<file path="config.mk">
export PLATFORM = sky130hd
export DESIGN_NAME = axis_ready_osc
export DESIGN_NICKNAME = d
export VERILOG_FILES = /design/src/rtl/axis_chk_pkg.sv /design/src/rtl/axis_ready_osc.sv
export SDC_FILE = /design/constraint.sdc
export NUM_CORES = 1
export LEC_CHECK = 0
export BUFFER_PORTS_ARGS = -buffer_cell sky130_fd_sc_hd__clkbuf_2
export CORE_MARGIN = 5
export CORE_UTILIZATION = 30
export DETAILED_ROUTE_END_ITERATION = 6
export PLACE_DENSITY = 0.48
export SYNTH_ARGS = -nofsm -noshare
export SYNTH_HDL_FRONTEND = slang
export SYNTH_SLANG_ARGS = --single-unit
</file>
<file path="constraint.sdc">
create_clock -name aclk -period 3.96 [get_ports aclk]
set_input_delay 0.594 -clock aclk [delete_from_list [all_inputs] [get_ports aclk]]
set_output_delay 0.594 -clock aclk [all_outputs]
set_load 0.05 [all_outputs]
</file>
<file path="src/rtl/axis_chk_pkg.sv">
// ---------------------------------------------------------------------------
// axis_chk_pkg
// Shared definitions for the AXI-Stream frame checker:
//   MARKER_DEFAULT - byte-0 value expected on odd beats
//   ch_state_t     - per-channel frame FSM state
//   rdy_mode_t     - ready generator mode encoding
//   nz4()          - maps a 4-bit count of 0 onto 1
// ---------------------------------------------------------------------------
package axis_chk_pkg;

    localparam logic [7:0] MARKER_DEFAULT = 8'h9E;

    typedef enum logic {
        CH_IDLE     = 1'b0,
        CH_IN_FRAME = 1'b1
    } ch_state_t;

    typedef enum logic {
        RDY_ALWAYS = 1'b0,
        RDY_OSC    = 1'b1
    } rdy_mode_t;

    function automatic logic [3:0] nz4(input logic [3:0] v);
        return (v == 4'd0) ? 4'd1 : v;
    endfunction

endpackage

</file>
<file path="src/rtl/axis_ready_osc.sv">
// ---------------------------------------------------------------------------
// axis_ready_osc
// Generates the stream tready. In always-ready mode tready is high from the
// first clock after reset. In oscillating mode tready is high for rdy_high
// cycles, then low for rdy_low cycles, repeating regardless of tvalid.
// Ports:
//   aclk, aresetn      - clock, asynchronous active-low reset
//   mode               - 0 = always ready, 1 = oscillating
//   rdy_high, rdy_low  - phase lengths in cycles (0 behaves as 1)
//   tready             - generated ready
// ---------------------------------------------------------------------------
module axis_ready_osc
    import axis_chk_pkg::*;
(
    input  logic       aclk,
    input  logic       aresetn,
    input  logic       mode,
    input  logic [3:0] rdy_high,
    input  logic [3:0] rdy_low,
    output logic       tready
);

    logic       started_reg;
    logic       phase_high_reg;
    logic [3:0] cnt_reg;
    logic [3:0] len_reg;

    // The length of a phase is captured when the phase begins, so a config
    // change only shows up at the next boundary. Outside oscillating mode the
    // generator parks at the start of its high phase, so switching into
    // oscillating mode always begins with a full high phase.
    always_ff @(posedge aclk or negedge aresetn) begin
        if (!aresetn) begin
            started_reg    <= 1'b0;
            phase_high_reg <= 1'b1;
            cnt_reg        <= 4'd0;
            len_reg        <= 4'd1;
        end else begin
            started_reg <= 1'b1;
            if (!started_reg || rdy_mode_t'(mode) == RDY_ALWAYS) begin
                phase_high_reg <= 1'b1;
                cnt_reg        <= 4'd0;
                len_reg        <= nz4(rdy_high);
            end else if (cnt_reg == len_reg - 4'd1) begin
                phase_high_reg <= !phase_high_reg;
                cnt_reg        <= 4'd0;
                len_reg        <= phase_high_reg ? nz4(rdy_low) : nz4(rdy_high);
            end else begin
                cnt_reg <= cnt_reg + 4'd1;
            end
        end
    end

    assign tready = started_reg && (rdy_mode_t'(mode) == RDY_ALWAYS || phase_high_reg);

endmodule

</file>
==> out/metrics.yaml <==
cts_max_level: 1
syn-num-nets: 62
drc: 0
min_period_ns: 2.018
drt_iter0_markers: 2
power.share.combinational_pct: 20.5
finalMaxSlewViolations: 0
syn_area_sq_um: 558.0
insertion_delay_ns: 0.27
fin_crit_sh_pct: 50.97
cap_violations: 0
rsz0062_at_grt: "no"
cts-resized-gates: 0
p_int_w: 0.0001955
route.vias.total: 393
ys_types: 21
diodes: 0
critPathCaptureType: "flip-flop"
power.total_w: 0.0002674
drive_above_1_share_pct: 37.50
start_util_pct: 31.97
ys_seq_elements: 10
worstReg2RegStart: "len_reg[0]"
synthAdderAreaFrac_pct: 4.484
final_common_cell: "clkbuf_2"
postCtsSetupRepairBufs: 0
min_path_type: "in -> async"
crit_type: "reg -> reg"
ant_nets: 0
grt_overflow: 0
placed_cell_area_sq_um: 644.4
dpl.hpwl_um: 788
grtUsageTotal_pct: 8.501
p_leak_nw: 0.3319
swShare_pct: 26.88
required_ns: 4.12
vias_per_cell: 4.416
io_pins: 12
grt_pass1_wl_um: 1649
firstDrtPassIters: 4
synth-compound-area-share_pct: 4.709
setup_viol: 0
rows: 15
die_w_um: 53.13
dieHeight_um: 53.13
ir_worst_vdd_uv: 191.2
rr_worst_depth: 6
gp_congestion: 0.6976
cts-root-buf: "clkbuf_4"
grt_max_degree: 11
cts_tree: "yes"
max_freq_mhz: 495.5
cts_buffers: 3
clock_skew_ns: 0.0004691
portBuffers: 11
cp_max_fo: 8
yosysWarnings: 0
clk_pin_slew_ns: 0.07
synthSimpleGateAreaFrac_pct: 15.47
clock-sinks: 10
ys_seq_area_share_pct: 45.29
seqPwrFrac_pct: 44.3
cts_buffer_depth: 2
hold_violations: 0
finalSetupTns_ns: 0
power_density_nw_per_um2: 392.8
wire_per_inst_um: 10.98
antenna_found_initial: 0
synth.area.mux_share_pct: 13.68
p_switching_w: 0.00007188
drt-total-wl_um: 977
syn_inst: 49
crit_arrival_ns: 2.17
fin_area_sq_um: 680.7
die_area_sq_um: 2823
worstSetupStartpoint: "len_reg[0]"
avgSynthCellArea_sq_um: 11.39
postCtsHoldBufs: 0
area_growth_syn_to_layout_pct: 21.97
mostFrequentLayoutCells: "11 x clkbuf_2, 8 x dfrtp_1, 5 x mux2_2"
num-nets-final: 78
first_global_vias: 378
coreArea_sq_um: 1745
synth_xor_area_share_pct: 13.68
status: "finished, final reports clean"
clockPowerShare_pct: 35.2
synth_top_family_by_area: "simple AND/OR/NAND/NOR gates"
start_kind: "flip-flop"
==> metrics by stage <==
| step | util, % | instances | hold WS, ns | worst slack, ns |
|---|---|---|---|---|
| after floorplan | - | 49 | 0.2984 | 1.636 |
| after global placement | 36.92 | 85 | 0.4791 | 1.963 |
| after detailed placement | 36.92 | 85 | 0.4799 | 1.950 |
| after CTS | 39.00 | 89 | 0.1856 | 1.937 |
| after global routing | 39.00 | 89 | 0.1814 | 1.838 |
| final | 39.00 | 89 | 0.1786 | 1.942 |
==> critical path: stages (launching register included) <==
cell	delay, ns
dfstp_2	0.56
inv_1	0.05
ha_1	0.20
xor3_1	0.36
nor3_2	0.27
a21oi_2	0.17
mux2_2	0.31
==> metal layers <==
layer | vias up | global-route usage [%] | part of all wire (%) | wire length [um]
met5 | - | 0 | 0 | 0
met4 | 0 | 6.383 | 3.2 | 31
met3 | 5 | 2.817 | 4.2 | 41
met2 | 7 | 12.40 | 46 | 454
met1 | 184 | 10.21 | 46 | 449
li1 | 197 | - | - | -
==> kinds of logic after synthesis <==
kind of cell / count (synthesis)
simple gates: 15
buf+inv: 3
xor+xnor: 7
flops: 10
other cells: 1
compound gates: 4
mux: 7
fa+ha+maj: 2
==> power groups by stage <==
stage / combinational, W / clock [W] / sequential [W]
2_1_floorplan: 0.0000417 / 0 / 0.000119
3_3_place_gp: 0.0000555 / 0 / 0.000121
3_5_place_dp: 0.0000556 / 0 / 0.000121
4_1_cts: 0.0000558 / 0.0000972 / 0.000119
5_1_grt: 0.0000613 / 0.000106 / 0.000120
6_report: 0.0000547 / 0.0000942 / 0.000118
==> cell type report <==
cell class	count	area (sq um)
inverter	3	11.26
clock buffer	4	36.28
tap	25	31.28
multi-input combinational	36	294.0
timing repair buffer	11	55.05
sequential	10	252.7
fill	179	1065
==> worst paths after layout <==
path | slack [ns] | end
setup reg to reg | 1.94 | len_reg[3]
hold / removal | 0.18 | cnt_reg[2]
hold reg to reg | 0.51 | cnt_reg[0]
min in group aclk | 0.51 | cnt_reg[0]
max in group asynchronous | 3.52 | len_reg[0]
setup / recovery | 1.94 | len_reg[3]
==> cell usage after synthesis <==
cell      count  area, sq um
dfrtp_1       8        200.2
mux2_2        5        56.30
nor3_1        4        20.02
xnor2_1       4        35.03
and2_1        3        18.77
inv_1         3        11.26
nand3_1       3        15.01
a21oi_1       2        10.01
dfstp_2       2        52.55
ha_1          2        25.02
mux2i_1       2        20.02
xor2_1        2        17.52
a21boi_0      1        7.510
a21oi_2       1        8.760
conb_1        1        3.750
nand2_1       1        3.750
nor2_1        1        3.750
nor2b_1       1        6.260
nor3_2        1        10.01
or3b_1        1        8.760
xor3_1        1        23.77
(Power assumes the default switching activity.)
